File: config.mk
export PLATFORM = sky130hd
export DESIGN_NAME = issue_rat_prf_allocator
export DESIGN_NICKNAME = d
export VERILOG_FILES = /design/src/rtl/issue_rat_prf_allocator_pkg.sv /design/src/rtl/issue_rat_prf_queue.sv /design/src/rtl/issue_rat_prf_allocator.sv
export SDC_FILE = /design/constraint.sdc
export NUM_CORES = 1
export LEC_CHECK = 0
export ABC_AREA = 1
export BUFFER_PORTS_ARGS = -buffer_cell sky130_fd_sc_hd__buf_2
export CAP_MARGIN = 5
export CELL_PAD_IN_SITES_DETAIL_PLACEMENT = 2
export CELL_PAD_IN_SITES_GLOBAL_PLACEMENT = 2
export CORE_MARGIN = 2
export CORE_UTILIZATION = 36
export DETAILED_ROUTE_END_ITERATION = 10
export PLACE_DENSITY = 0.83
export RECOVER_POWER = 50
export SLEW_MARGIN = 20
export SYNTH_ARGS = -nofsm -noshare
export SYNTH_HDL_FRONTEND = slang
export SYNTH_SLANG_ARGS = --single-unit
File: constraint.sdc
create_clock -name clk -period 7.6 [get_ports clk]
set_input_delay 1.52 -clock clk [delete_from_list [all_inputs] [get_ports clk]]
set_output_delay 1.52 -clock clk [all_outputs]
set_load 0.05 [all_outputs]
File: src/rtl/issue_rat_prf_allocator_pkg.sv
// Shared issue-stage constants and types for the RAT PRF allocator.
package issue_rat_prf_allocator_pkg;

  localparam int unsigned PRF_WIDTH   = 6;
  localparam int unsigned NUM_PRF     = 64;
  localparam int unsigned INFLIGHT_W  = $clog2(NUM_PRF + 1);

  typedef logic [PRF_WIDTH-1:0]  prf_t;
  typedef logic [INFLIGHT_W-1:0] inflight_t;

endpackage : issue_rat_prf_allocator_pkg

File: src/rtl/issue_rat_prf_queue.sv
// Register-based PRF FIFO; pointers carry an extra wrap bit for full/empty.
module issue_rat_prf_queue
  import issue_rat_prf_allocator_pkg::*;
#(
  parameter int unsigned DEPTH_LOG2 = 1
) (
  input  logic clk,
  input  logic reset,
  input  logic push_valid_i,
  input  prf_t push_data_i,
  output logic push_ready_o,
  output logic pop_valid_o,
  output prf_t pop_data_o,
  input  logic pop_ready_i
);

  localparam int unsigned DEPTH = 1 << DEPTH_LOG2;
  localparam int unsigned PTR_W = DEPTH_LOG2 + 1;

  logic [PTR_W-1:0] wr_ptr_q, wr_ptr_d;
  logic [PTR_W-1:0] rd_ptr_q, rd_ptr_d;
  prf_t             mem_q [DEPTH];
  logic             full, empty, push_fire, pop_fire;

  assign empty     = (wr_ptr_q == rd_ptr_q);
  assign full      = (wr_ptr_q[PTR_W-1] != rd_ptr_q[PTR_W-1]) &&
                     (wr_ptr_q[DEPTH_LOG2-1:0] == rd_ptr_q[DEPTH_LOG2-1:0]);
  assign push_fire = push_valid_i && !full;
  assign pop_fire  = pop_ready_i && !empty;

  assign push_ready_o = !full;
  assign pop_valid_o  = !empty;
  assign pop_data_o   = empty ? '0 : mem_q[rd_ptr_q[DEPTH_LOG2-1:0]];

  // Pointer advance; wraps naturally modulo twice the depth.
  always_comb begin
    wr_ptr_d = wr_ptr_q;
    rd_ptr_d = rd_ptr_q;
    if (push_fire) wr_ptr_d = wr_ptr_q + PTR_W'(1);
    if (pop_fire)  rd_ptr_d = rd_ptr_q + PTR_W'(1);
  end

  // Storage and pointer registers; reset discards all buffered entries.
  always_ff @(posedge clk or posedge reset) begin
    if (reset) begin
      wr_ptr_q <= '0;
      rd_ptr_q <= '0;
      for (int unsigned i = 0; i < DEPTH; i++) mem_q[i] <= '0;
    end else begin
      wr_ptr_q <= wr_ptr_d;
      rd_ptr_q <= rd_ptr_d;
      if (push_fire) mem_q[wr_ptr_q[DEPTH_LOG2-1:0]] <= push_data_i;
    end
  end

endmodule : issue_rat_prf_queue

File: src/rtl/issue_rat_prf_allocator.sv
// Rename-stage PRF allocator: prefetch from free list, grant to rename,
// route commit/flush releases back to the free list, track in-flight PRFs.
module issue_rat_prf_allocator
  import issue_rat_prf_allocator_pkg::*;
#(
  parameter int unsigned REDEEM_QUEUE_DEPTH_LOG2  = 2,
  parameter int unsigned ABANDON_QUEUE_DEPTH_LOG2 = 1
) (
  input  logic                  clk,
  input  logic                  reset,
  input  logic [PRF_WIDTH-1:0]  i_acquire_prf,
  input  logic                  i_acquire_valid,
  output logic                  o_acquire_ready,
  input  logic                  i_alloc_valid,
  output logic                  o_alloc_ready,
  output logic [PRF_WIDTH-1:0]  o_alloc_prf,
  input  logic [PRF_WIDTH-1:0]  i_commit_prf,
  input  logic                  i_commit_valid,
  output logic                  o_commit_ready,
  input  logic [PRF_WIDTH-1:0]  i_flush_prf,
  input  logic                  i_flush_valid,
  output logic                  o_flush_ready,
  output logic [PRF_WIDTH-1:0]  o_redeemed_prf,
  output logic                  o_redeemed_valid,
  input  logic                  i_redeemed_ready,
  output logic [PRF_WIDTH-1:0]  o_abandoned_prf,
  output logic                  o_abandoned_valid,
  input  logic                  i_abandoned_ready,
  output logic [INFLIGHT_W-1:0] o_inflight_count
);

  inflight_t inflight_q, inflight_d;
  logic      alloc_hs, commit_hs, flush_hs;

  // Two-entry prefetch buffer; grants come only from the registered head.
  issue_rat_prf_queue #(.DEPTH_LOG2(1)) u_prefetch (
    .clk          (clk),
    .reset        (reset),
    .push_valid_i (i_acquire_valid),
    .push_data_i  (i_acquire_prf),
    .push_ready_o (o_acquire_ready),
    .pop_valid_o  (o_alloc_ready),
    .pop_data_o   (o_alloc_prf),
    .pop_ready_i  (i_alloc_valid)
  );

  // Commit-released PRFs waiting for the free-list redeem port.
  issue_rat_prf_queue #(.DEPTH_LOG2(REDEEM_QUEUE_DEPTH_LOG2)) u_redeem (
    .clk          (clk),
    .reset        (reset),
    .push_valid_i (i_commit_valid),
    .push_data_i  (i_commit_prf),
    .push_ready_o (o_commit_ready),
    .pop_valid_o  (o_redeemed_valid),
    .pop_data_o   (o_redeemed_prf),
    .pop_ready_i  (i_redeemed_ready)
  );

  // Flush-released PRFs waiting for the free-list abandon port.
  issue_rat_prf_queue #(.DEPTH_LOG2(ABANDON_QUEUE_DEPTH_LOG2)) u_abandon (
    .clk          (clk),
    .reset        (reset),
    .push_valid_i (i_flush_valid),
    .push_data_i  (i_flush_prf),
    .push_ready_o (o_flush_ready),
    .pop_valid_o  (o_abandoned_valid),
    .pop_data_o   (o_abandoned_prf),
    .pop_ready_i  (i_abandoned_ready)
  );

  assign alloc_hs  = i_alloc_valid  && o_alloc_ready;
  assign commit_hs = i_commit_valid && o_commit_ready;
  assign flush_hs  = i_flush_valid  && o_flush_ready;

  // Net in-flight change, saturating at 0 and NUM_PRF on protocol errors.
  always_comb begin
    int next_v;
    next_v = int'(inflight_q) + int'(alloc_hs) - int'(commit_hs) - int'(flush_hs);
    inflight_d = inflight_q;
    if (next_v < 0)                 inflight_d = '0;
    else if (next_v > int'(NUM_PRF)) inflight_d = INFLIGHT_W'(NUM_PRF);
    else                            inflight_d = INFLIGHT_W'(next_v);
  end

  // In-flight counter register.
  always_ff @(posedge clk or posedge reset) begin
    if (reset) inflight_q <= '0;
    else       inflight_q <= inflight_d;
  end

  assign o_inflight_count = inflight_q;

endmodule : issue_rat_prf_allocator

==> run_summary.xml, run 1 <==
<?xml version="1.0" encoding="UTF-8"?>
<metrics>
  <group name="clock_tree">
    <metric name="clock_tree.root_cell" unit="">clkbuf_8</metric>
    <metric name="cts_repair_resizes" unit="">0</metric>
    <metric name="tritoncts" unit="">yes</metric>
    <metric name="hold_buffers" unit="">0</metric>
    <metric name="cts.repair_timing.setup_buffer_count" unit="">0</metric>
    <metric name="cts_h_tree_lvls" unit="">3</metric>
    <metric name="worstSkewPairLatency" unit="ns">0.35</metric>
    <metric name="clock_sinks" unit="">69</metric>
    <metric name="cts_max_path_buffers" unit="">2</metric>
    <metric name="cts-buffers-inserted" unit="">9</metric>
    <metric name="path_clk_slew" unit="ns">0.08</metric>
  </group>
  <group name="logic_synthesis">
    <metric name="ys_warn_count" unit="">0</metric>
    <metric name="synth_enable_flop_cells" unit="">0</metric>
    <metric name="synth-seq-area-share" unit="">0.458</metric>
    <metric name="synth-seq-cells" unit="">69</metric>
    <metric name="most_area_hungry_cell_type_in_the_yosys_netlist" unit="">dfrtp_1</metric>
    <metric name="netlist_instances" unit="">459</metric>
    <metric name="ys_types" unit="">27</metric>
    <metric name="synthTopCellsByArea" unit="">dfrtp_1 (46%), nand2_1 (11%), inv_1 (6.1%), o21ai_0 (5.6%), ha_1 (5.3%)</metric>
    <metric name="synth.avg_cell_area" unit="µm²">8.21</metric>
    <metric name="most_frequent_cell_after_synthesis" unit="">nand2_1</metric>
    <metric name="synth_commonest_cells" unit="">nand2_1 (109), dfrtp_1 (69), inv_1 (61)</metric>
    <metric name="fraction_of_post_synthesis_cell_area_in_the_top_cell_type_by_area" unit="">0.458</metric>
    <metric name="ys_async_sr_fraction" unit="">1.00</metric>
    <metric name="synth.net_count" unit="">502</metric>
    <metric name="cell_area_after_technology_mapping" unit="mm²">0.00377</metric>
    <metric name="synth_top_flop_cell" unit="">dfrtp_1</metric>
  </group>
  <group name="floorplan">
    <metric name="core-area" unit="mm²">0.0102</metric>
    <metric name="floorplan.die.width" unit="µm">106</metric>
    <metric name="die_y" unit="µm">106</metric>
    <metric name="initial_utilization" unit="">0.368</metric>
    <metric name="design.portCount" unit="">57</metric>
    <metric name="num_rows" unit="">37</metric>
    <metric name="dieArea" unit="mm²">0.0113</metric>
  </group>
  <group name="setup_path">
    <metric name="crit_type" unit="">in2async</metric>
    <metric name="critical-path-slowest-cell" unit="">clkbuf_1</metric>
    <metric name="critical_path.startpoint_type" unit="">input port</metric>
    <metric name="r2r_slack" unit="ns">3.76</metric>
    <metric name="path_max_fanout" unit="">69</metric>
    <metric name="timing.critical_path.buf_inv" unit="">3</metric>
    <metric name="cp.required" unit="ns">7.16</metric>
    <metric name="path_delay_family" unit="">buffers and inverters</metric>
    <metric name="series_of_cell_instances_along_the_critical_path" unit="">buf_2 &gt; inv_1 &gt; clkbuf_1</metric>
    <metric name="arrival" unit="ns">4.35</metric>
    <metric name="worst_stage_delay_on_the_critical_path" unit="ns">2.67</metric>
    <metric name="worst_setup_end_kind" unit="">asynchronous set/reset pin</metric>
  </group>
  <group name="routing">
    <metric name="routed_via_density" unit="">4.90</metric>
    <metric name="initial_drc_count" unit="">86</metric>
    <metric name="num_vias" unit="">3230</metric>
    <metric name="highest-signal-layer" unit="">met4</metric>
    <metric name="drc_errors" unit="">0</metric>
    <metric name="drt_pre_antenna_iters" unit="">4</metric>
    <metric name="wl_met2" unit="µm">5690</metric>
    <metric name="detail_route.wirelength" unit="µm">10600</metric>
    <metric name="routed-wl-met3" unit="µm">224</metric>
    <metric name="count_of_antenna_violating_nets_left_after_detailed_routing" unit="">0</metric>
    <metric name="drt-wirelength-per-cell" unit="µm">16.1</metric>
    <metric name="routedLengthMet1" unit="µm">4600</metric>
  </group>
  <group name="sta">
    <metric name="max_slew.worst_pin.slew" unit="ns">3.81</metric>
    <metric name="setup-tns-final" unit="ns">0</metric>
    <metric name="setup_repair_after_global_routing_missed_its_margin" unit="">no</metric>
    <metric name="final_period_minus_worst_setup_slack" unit="ns">4.79</metric>
    <metric name="finalMaxSlewViolations" unit="">70</metric>
    <metric name="maxSlewHeadroom" unit="">-1.54</metric>
    <metric name="highest_clock_frequency_the_design_can_meet" unit="GHz">0.209</metric>
    <metric name="setup_clock_skew_after_layout" unit="ns">0.0205</metric>
    <metric name="final_min_period_over_clock_period" unit="">0.630</metric>
    <metric name="timing.final.setup_violations" unit="">0</metric>
    <metric name="hold_viol_final" unit="">0</metric>
  </group>
  <group name="grt">
    <metric name="number_of_global_route_vias_before_repair" unit="">3694</metric>
    <metric name="grt_start_max_net_pins" unit="">70</metric>
    <metric name="overflow" unit="">0</metric>
    <metric name="grtUsageTotal" unit="">0.204</metric>
    <metric name="initial_antenna_violation_count" unit="">0</metric>
    <metric name="wire_length_of_the_first_global_routing_pass" unit="µm">18300</metric>
  </group>
  <group name="place">
    <metric name="port_buffers" unit="">56</metric>
    <metric name="gp_congestion" unit="">0.769</metric>
    <metric name="place.detailed.hpwl" unit="µm">7720</metric>
  </group>
  <group name="cells_and_area">
    <metric name="syn_to_final_growth" unit="%">16.8</metric>
    <metric name="antenna-diode-count" unit="">0</metric>
    <metric name="post_route_cells_drive_above_1_share" unit="">0.205</metric>
    <metric name="finish.net_count" unit="">561</metric>
  </group>
  <group name="job">
    <metric name="maxCapViolCount" unit="">1</metric>
  </group>
  <group name="status">
    <metric name="failed_checks" unit="">max-capacitance violations, max-slew violations</metric>
    <metric name="outcome" unit="">finished with violations</metric>
  </group>
  <group name="hold_path">
    <metric name="min-delay-path-class" unit="">reg2reg</metric>
  </group>
</metrics>
-- state kept, by name (all words and copies together) (netlist names) --
| name | cells |
|---|---|
| u_prefetch.wr_ptr_q | 2 |
| u_redeem.wr_ptr_q | 3 |
| u_abandon.mem_q | 12 |
| u_abandon.wr_ptr_q | 2 |
| u_prefetch.mem_q | 12 |
| u_abandon.rd_ptr_q | 2 |
| u_redeem.rd_ptr_q | 3 |
| o_inflight_count | 7 |
| u_prefetch.rd_ptr_q | 2 |
| u_redeem.mem_q | 24 |
-- worst paths after layout --
kind	from	to	cells after the start
setup / recovery	reset	o_inflight_count[3]	3
min in group asynchronous	reset	u_prefetch.mem_q[2]	3
max in group clk	i_commit_valid	o_inflight_count[1]	19
hold reg to reg	u_redeem.mem_q[12]	u_redeem.mem_q[12]	2
hold / removal	u_redeem.mem_q[12]	u_redeem.mem_q[12]	2
setup reg to reg	u_redeem.rd_ptr_q[0]	o_inflight_count[1]	21
-- logic make-up (layout without fill, tap and decap cells) --
| family | after synthesis | after routing | synth area share |
|---|---|---|---|
| muxes | 17 | 17 | 0.0508 |
| AOI/OAI and AO/OA | 73 | 73 | 0.101 |
| xor gates and xnor gates | 14 | 14 | 0.0326 |
| adders and majority gates | 17 | 17 | 0.0585 |
| buffers and inverters | 74 | 138 | 0.0764 |
| DFF | 69 | 69 | 0.458 |
| and+or+nand+nor | 195 | 195 | 0.223 |
-- area by class of cell --
class / count / area (µm²)
Sequential cell: 69 / 1730
Inverter: 65 / 244
Tap cell: 136 / 170
Multi-Input combinational cell: 316 / 1740
Fill cell: 1186 / 5830
Clock buffer: 10 / 138
Clock inverter: 6 / 93.8
Timing Repair Buffer: 57 / 282
-- per-stage QoR --
| stage | instance area, µm² | cells | hold WS [ns] | utilization | setup WS [ns] |
|---|---|---|---|---|---|
| after global routing | 4400 | 659 | 0.522 | 0.430 | 2.06 |
| final | 4400 | 659 | 0.487 | 0.430 | 2.81 |
| after floorplan | 3770 | 459 | 0.442 | - | 3.91 |
| after detailed placement | 4180 | 643 | 0.472 | 0.409 | 3.46 |
| after global placement | 4180 | 643 | 0.462 | 0.409 | 3.61 |
| after CTS | 4410 | 659 | 0.492 | 0.431 | 3.73 |
-- cells in the final DEF, fill, tap and decap left out, types with 2 or more instances in the layout --
master and instances:
nand2_1 109, dfrtp_1 69, inv_1 62, buf_2 54, nor2_1 49, o21ai_0 42, a21oi_1 21, nand3_1 19
mux2_2 17, ha_1 16, clkbuf_8 10, xor2_1 9, nand2_2 8, o22ai_1 6, xnor2_1 5, nand3_2 4
inv_2 3, clkbuf_1 3, o21ai_1 2, nor2_2 2, bufinv_16 2, clkinv_4 2
-- tightest hold or removal path, cell delays in order, from the launching register on --
cell and delay, ns:
dfrtp_1 0.35, nand2_1 0.05, o21ai_0 0.06
-- metal layers --
| layer | GRT usage | vias up |
|---|---|---|
| li1 | - | 1571 |
| met1 | 0.248 | 1621 |
| met2 | 0.377 | 32 |
| met3 | 0.0331 | 6 |
| met4 | 0.0423 | 0 |
| met5 | 0 | - |
Power of run 1 is not shown: default switching activity piles up to over one toggle a cycle in this logic, so the estimate is an artifact.
==> inputs of run 2 (changes only) <==
Settings changed: CORE_UTILIZATION 36 to 34, PLACE_DENSITY 0.83 to 0.79.
Clock period 7.6 ns to 4.6 ns, I/O delays scaled along.
==> run_summary.xml, run 2 (synthesized netlist as in run 1, its figures left out) <==
<?xml version="1.0" encoding="UTF-8"?>
<metrics>
  <group name="floorplan">
    <metric name="num_rows" unit="">38</metric>
    <metric name="initial_utilization" unit="">0.347</metric>
    <metric name="floorplan.die.width" unit="µm">109</metric>
    <metric name="design.portCount" unit="">57</metric>
    <metric name="dieArea" unit="mm²">0.0119</metric>
    <metric name="die_y" unit="µm">109</metric>
    <metric name="core-area" unit="mm²">0.0108</metric>
  </group>
  <group name="routing">
    <metric name="num_vias" unit="">3233</metric>
    <metric name="initial_drc_count" unit="">82</metric>
    <metric name="routed_via_density" unit="">4.89</metric>
    <metric name="drc_errors" unit="">0</metric>
    <metric name="detail_route.wirelength" unit="µm">10300</metric>
    <metric name="drt-wirelength-per-cell" unit="µm">15.5</metric>
    <metric name="drt_pre_antenna_iters" unit="">4</metric>
    <metric name="count_of_antenna_violating_nets_left_after_detailed_routing" unit="">0</metric>
  </group>
  <group name="grt">
    <metric name="initial_antenna_violation_count" unit="">0</metric>
    <metric name="number_of_global_route_vias_before_repair" unit="">3622</metric>
    <metric name="wire_length_of_the_first_global_routing_pass" unit="µm">17800</metric>
    <metric name="grtUsageTotal" unit="">0.195</metric>
    <metric name="grt_start_max_net_pins" unit="">43</metric>
    <metric name="overflow" unit="">0</metric>
  </group>
  <group name="setup_path">
    <metric name="crit-reg2reg-capture" unit="">o_inflight_count[5]</metric>
    <metric name="timing.critical_path.mode_cell" unit="">inv_1</metric>
    <metric name="path_max_fanout" unit="">15</metric>
    <metric name="series_of_cell_instances_along_the_critical_path" unit="">xor2_1 &gt; a21oi_1 &gt; nand2_1 &gt; nand2_1 &gt; inv_1 &gt; ha_1 &gt; inv_1 &gt; ha_1 &gt; inv_1 &gt; fa_1 &gt; inv_1 &gt; nand2_2 &gt; a21oi_2 &gt; nand3_2 &gt; nor2_2 &gt; nor2_1 &gt; nor2_1 &gt; nand2_1 &gt; nand2_2 &gt; nand3_4 &gt; nor2_1</metric>
    <metric name="worst_stage_delay_on_the_critical_path" unit="ns">0.56</metric>
    <metric name="r2r_cells" unit="">21</metric>
    <metric name="worst_setup_end_kind" unit="">flip-flop</metric>
    <metric name="critical_path.startpoint_type" unit="">flip-flop</metric>
    <metric name="cp.required" unit="ns">4.88</metric>
    <metric name="arrival" unit="ns">3.90</metric>
    <metric name="worst_setup_path_endpoint" unit="">o_inflight_count[5]</metric>
    <metric name="worstSetupStartpoint" unit="">u_redeem.rd_ptr_q[0]</metric>
    <metric name="r2r_slack" unit="ns">0.98</metric>
    <metric name="critical-path-slowest-cell" unit="">dfrtp_1</metric>
    <metric name="critical_path.reg2reg.startpoint" unit="">u_redeem.rd_ptr_q[0]</metric>
    <metric name="crit_type" unit="">reg2reg</metric>
  </group>
  <group name="clock_tree">
    <metric name="hold_buffers" unit="">0</metric>
    <metric name="cts.repair_timing.setup_buffer_count" unit="">0</metric>
    <metric name="cts_h_tree_lvls" unit="">3</metric>
    <metric name="clock_tree.root_cell" unit="">clkbuf_8</metric>
    <metric name="cts_repair_resizes" unit="">0</metric>
    <metric name="path_clk_slew" unit="ns">0.07</metric>
    <metric name="cts-buffers-inserted" unit="">9</metric>
    <metric name="cts_max_path_buffers" unit="">2</metric>
    <metric name="tritoncts" unit="">yes</metric>
    <metric name="worstSkewPairLatency" unit="ns">0.35</metric>
    <metric name="clock_sinks" unit="">69</metric>
  </group>
  <group name="place">
    <metric name="port_buffers" unit="">56</metric>
    <metric name="placedCellCount" unit="">647</metric>
    <metric name="place.detailed.hpwl" unit="µm">7690</metric>
    <metric name="gp_congestion" unit="">0.783</metric>
  </group>
  <group name="status">
    <metric name="outcome" unit="">finished with violations</metric>
    <metric name="failed_checks" unit="">max-capacitance violations, max-slew violations</metric>
  </group>
  <group name="sta">
    <metric name="finalMaxSlewViolations" unit="">72</metric>
    <metric name="highest_clock_frequency_the_design_can_meet" unit="GHz">0.276</metric>
    <metric name="setup_repair_after_global_routing_missed_its_margin" unit="">no</metric>
    <metric name="maxSlewHeadroom" unit="">-0.0946</metric>
    <metric name="final_period_minus_worst_setup_slack" unit="ns">3.62</metric>
    <metric name="hold_viol_final" unit="">0</metric>
    <metric name="timing.final.setup_violations" unit="">0</metric>
    <metric name="max_slew.worst_pin.slew" unit="ns">1.64</metric>
    <metric name="setup_clock_skew_after_layout" unit="ns">0.00393</metric>
    <metric name="final_min_period_over_clock_period" unit="">0.787</metric>
    <metric name="setup-tns-final" unit="ns">0</metric>
  </group>
  <group name="cells_and_area">
    <metric name="post_route_cells_drive_above_1_share" unit="">0.205</metric>
    <metric name="largest_registers" unit="">u_redeem.mem_q (24), u_abandon.mem_q (12), u_prefetch.mem_q (12)</metric>
    <metric name="nFillCells" unit="">1227</metric>
    <metric name="antenna-diode-count" unit="">0</metric>
    <metric name="syn_to_final_growth" unit="%">16.2</metric>
    <metric name="mostFrequentLayoutCells" unit="">nand2_1 (109), dfrtp_1 (69), inv_1 (62), buf_2 (56), nor2_1 (48)</metric>
    <metric name="largest_reg_flops" unit="">24</metric>
    <metric name="layout_commonest_cell" unit="">nand2_1</metric>
    <metric name="layout.cells.non_filler" unit="">661</metric>
    <metric name="largest_register" unit="">u_redeem.mem_q</metric>
    <metric name="finish.net_count" unit="">561</metric>
  </group>
  <group name="hold_path">
    <metric name="min-delay-path-class" unit="">reg2reg</metric>
  </group>
  <group name="job">
    <metric name="maxCapViolCount" unit="">2</metric>
  </group>
</metrics>
[run 2: final cells by class]
cell class,count,area [µm²],area share
multi-input cells,316,1750,0.399
inverters,65,244,0.0558
clock buffers,13,169,0.0386
well taps,140,175,0.0400
flip-flops and latches,69,1730,0.395
clock inverters,1,30.0,0.00686
repair buffers,57,284,0.0649
[run 2: worst max-delay path: cells and delay by family (launching register included)]
kind	cells	cell delay, ns
AOI/OAI and AO/OA	2	0.40
xor gates and xnor gates	1	0.22
adders and majority gates	3	0.86
buffers and inverters	4	0.36
DFF	1	0.56
and+or+nand+nor	11	1.16
[run 2: per-stage QoR]
step	util	worst slack (ns)	hold slack [ns]	area [µm²]
final	0.404	0.979	0.487	4380
after global routing	0.404	0.516	0.511	4380
after global placement	0.386	1.21	0.463	4190
after floorplan	-	1.25	0.442	3770
after detailed placement	0.386	1.01	0.473	4190
after CTS	0.404	0.956	0.490	4380
[run 2: worst min-delay path by stage]
stage,end,slack [ns],cells past startpoint,start
6_report,u_redeem.mem_q[16],0.49,2,u_redeem.mem_q[16]
5_1_grt,u_redeem.mem_q[16],0.51,2,u_redeem.mem_q[16]
4_1_cts,u_redeem.mem_q[16],0.49,2,u_redeem.mem_q[16]
3_5_place_dp,u_redeem.mem_q[6],0.47,2,u_redeem.mem_q[6]
3_3_place_gp,u_redeem.mem_q[9],0.46,2,u_redeem.mem_q[9]
2_1_floorplan,u_abandon.mem_q[11],0.44,2,u_abandon.mem_q[11]
[run 2: metal layers]
| metal | up-vias | routed length [µm] | global-route usage |
|---|---|---|---|
| li1 | 1572 | - | - |
| met1 | 1613 | 4590 | 0.244 |
| met2 | 37 | 5270 | 0.340 |
| met3 | 11 | 258 | 0.0341 |
| met4 | 0 | 145 | 0.0633 |
| met5 | - | 0 | 0 |
Power of run 2 is left out for the same reason.
==> inputs of run 3 (changes only) <==
Settings changed: CORE_UTILIZATION 34 to 30, PLACE_DENSITY 0.79 to 0.74.
Clock period 4.6 ns to 3.3 ns, I/O delays scaled along.
==> run_summary.xml, run 3 (synthesized netlist as in run 1, its figures left out) <==
<?xml version="1.0" encoding="UTF-8"?>
<metrics>
  <group name="status">
    <metric name="outcome" unit="">finished clean</metric>
  </group>
  <group name="routing">
    <metric name="routed_via_density" unit="">4.65</metric>
    <metric name="drt-wirelength-per-cell" unit="µm">15.4</metric>
    <metric name="drc_errors" unit="">0</metric>
    <metric name="num_vias" unit="">3321</metric>
    <metric name="initial_drc_count" unit="">90</metric>
    <metric name="drt_pre_antenna_iters" unit="">4</metric>
    <metric name="detail_route.wirelength" unit="µm">11000</metric>
    <metric name="count_of_antenna_violating_nets_left_after_detailed_routing" unit="">0</metric>
  </group>
  <group name="clock_tree">
    <metric name="worstSkewPairLatency" unit="ns">0.33</metric>
    <metric name="hold_buffers" unit="">0</metric>
    <metric name="path_clk_slew" unit="ns">0.06</metric>
    <metric name="cts_max_path_buffers" unit="">2</metric>
    <metric name="clock_tree.root_cell" unit="">clkbuf_16</metric>
    <metric name="cts-buffers-inserted" unit="">9</metric>
    <metric name="clock_sinks" unit="">69</metric>
    <metric name="tritoncts" unit="">yes</metric>
    <metric name="cts_h_tree_lvls" unit="">3</metric>
  </group>
  <group name="grt">
    <metric name="number_of_global_route_vias_before_repair" unit="">3733</metric>
    <metric name="wire_length_of_the_first_global_routing_pass" unit="µm">18600</metric>
    <metric name="initial_antenna_violation_count" unit="">0</metric>
    <metric name="grtUsageTotal" unit="">0.176</metric>
    <metric name="grt_start_max_net_pins" unit="">27</metric>
    <metric name="overflow" unit="">0</metric>
  </group>
  <group name="setup_path">
    <metric name="r2r_cells" unit="">20</metric>
    <metric name="path_delay_family" unit="">simple AND/OR/NAND/NOR gates</metric>
    <metric name="timing.critical_path.buf_inv" unit="">3</metric>
    <metric name="worst_stage_delay_on_the_critical_path" unit="ns">0.57</metric>
    <metric name="crit_type" unit="">reg2reg</metric>
    <metric name="critical_path.reg2reg.startpoint" unit="">u_redeem.rd_ptr_q[0]</metric>
    <metric name="path_max_fanout" unit="">6</metric>
    <metric name="timing.critical_path.mode_cell" unit="">nand2_2</metric>
    <metric name="cp.required" unit="ns">3.56</metric>
    <metric name="critical-path-slowest-cell" unit="">fa_2</metric>
    <metric name="r2r_slack" unit="ns">0.1</metric>
    <metric name="critical_path.startpoint_type" unit="">flip-flop</metric>
    <metric name="crit-reg2reg-capture" unit="">o_inflight_count[2]</metric>
    <metric name="worstSetupStartpoint" unit="">u_redeem.rd_ptr_q[0]</metric>
    <metric name="arrival" unit="ns">3.46</metric>
    <metric name="series_of_cell_instances_along_the_critical_path" unit="">xor2_2 &gt; a21oi_2 &gt; nand2_2 &gt; nand2_4 &gt; inv_4 &gt; ha_4 &gt; inv_4 &gt; ha_4 &gt; inv_2 &gt; fa_2 &gt; nand2_2 &gt; a21oi_4 &gt; nand3_2 &gt; nor2_2 &gt; nor2_1 &gt; nor2_1 &gt; nand2_2 &gt; nand2_2 &gt; nand3_4 &gt; nor2_2</metric>
    <metric name="worst_setup_end_kind" unit="">flip-flop</metric>
  </group>
  <group name="sta">
    <metric name="hold_viol_final" unit="">0</metric>
    <metric name="max_slew.worst_pin.slew" unit="ns">1.26</metric>
    <metric name="setup_clock_skew_after_layout" unit="ns">0.00759</metric>
    <metric name="timing.final.setup_violations" unit="">0</metric>
    <metric name="setup_repair_after_global_routing_missed_its_margin" unit="">yes</metric>
    <metric name="final_period_minus_worst_setup_slack" unit="ns">3.20</metric>
    <metric name="hold-worst-slack" unit="ns">0.481</metric>
    <metric name="final_min_period_over_clock_period" unit="">0.970</metric>
    <metric name="maxSlewHeadroom" unit="">0.161</metric>
    <metric name="highest_clock_frequency_the_design_can_meet" unit="GHz">0.312</metric>
    <metric name="finalMaxSlewViolations" unit="">0</metric>
  </group>
  <group name="floorplan">
    <metric name="design.portCount" unit="">57</metric>
    <metric name="die_y" unit="µm">116</metric>
    <metric name="num_rows" unit="">40</metric>
    <metric name="core-area" unit="mm²">0.0121</metric>
    <metric name="initial_utilization" unit="">0.311</metric>
    <metric name="dieArea" unit="mm²">0.0135</metric>
    <metric name="floorplan.die.width" unit="µm">116</metric>
  </group>
  <group name="place">
    <metric name="port_buffers" unit="">56</metric>
    <metric name="place.detailed.hpwl" unit="µm">7930</metric>
    <metric name="gp_congestion" unit="">0.799</metric>
  </group>
  <group name="hold_path">
    <metric name="hold_path_depth" unit="">2</metric>
    <metric name="min_to" unit="">u_redeem.mem_q[9]</metric>
    <metric name="min-delay-path-class" unit="">reg2reg</metric>
    <metric name="min_from" unit="">u_redeem.mem_q[9]</metric>
  </group>
  <group name="cells_and_area">
    <metric name="antenna-diode-count" unit="">0</metric>
    <metric name="layout_commonest_cell" unit="">nand2_1</metric>
    <metric name="finish.net_count" unit="">584</metric>
    <metric name="post_route_cells_drive_above_1_share" unit="">0.302</metric>
    <metric name="largest_reg_flops" unit="">24</metric>
    <metric name="mostFrequentLayoutCells" unit="">nand2_1 (100), dfrtp_1 (69), inv_1 (56), buf_2 (56), o21ai_0 (42)</metric>
    <metric name="largest_register" unit="">u_redeem.mem_q</metric>
    <metric name="largest_registers" unit="">u_redeem.mem_q (24), u_abandon.mem_q (12), u_prefetch.mem_q (12)</metric>
    <metric name="final_core_utilization" unit="">0.400</metric>
    <metric name="syn_to_final_growth" unit="%">28.8</metric>
    <metric name="nFillCells" unit="">1375</metric>
  </group>
  <group name="job">
    <metric name="maxCapViolCount" unit="">0</metric>
  </group>
</metrics>
==> run 3: worst max path at each step <==
stage                     endpoint  cells after the start
3_5_place_dp   o_inflight_count[0]                     22
3_3_place_gp   o_inflight_count[3]                     21
6_report       o_inflight_count[2]                     20
2_1_floorplan  o_inflight_count[5]                     23
5_1_grt        o_inflight_count[2]                     20
4_1_cts        o_inflight_count[3]                     22
==> run 3: layout make-up <==
type / instances / area, µm² / area share
clock buffers: 12 / 246 / 0.0508
inverters: 65 / 249 / 0.0513
repair buffers: 80 / 453 / 0.0934
well taps: 168 / 210 / 0.0433
flip-flops and latches: 69 / 1730 / 0.356
multi-input cells: 316 / 1920 / 0.395
clock inverters: 4 / 47.5 / 0.00980
==> run 3: repair_timing <==
item | 4_1_cts | 5_1_grt
gates resized for setup | 14 | 30
pin swaps | 12 | 16
gates cloned | 0 | 0
setup endpoints to repair | 7 | 7
setup buffers | 11 | 6
==> run 3: through the flow <==
step	std cells	instance area (µm²)	setup TNS (ns)	setup WS (ns)
detailed placement	681	4270	-1.20	-0.187
CTS	708	4680	0	0.0183
finish	714	4850	0	0.0994
global route	714	4850	-0.503	-0.0982
floorplan	459	3770	0	0.0883
global placement	681	4270	0	0.0687
==> run 3: metal layers <==
layer,track usage,up-vias,share of wire
met5,0,-,0
met1,0.212,1662,0.43
met2,0.324,33,0.54
met4,0.0468,0,0.0087
met3,0.0303,7,0.020
li1,-,1619,-
==> run 3: worst register-to-register path: cells and delay by family, from the launching register on <==
| kind | cells | cell delay, ns |
|---|---|---|
| flip-flops | 1 | 0.40 |
| buffers and inverters | 3 | 0.13 |
| XOR/XNOR | 1 | 0.19 |
| AND/OR/NAND/NOR | 11 | 1.17 |
| adder cells (fa/ha/maj) | 3 | 0.90 |
| AO/OA/AOI/OAI | 2 | 0.33 |
Power of run 3 is left out for the same reason.
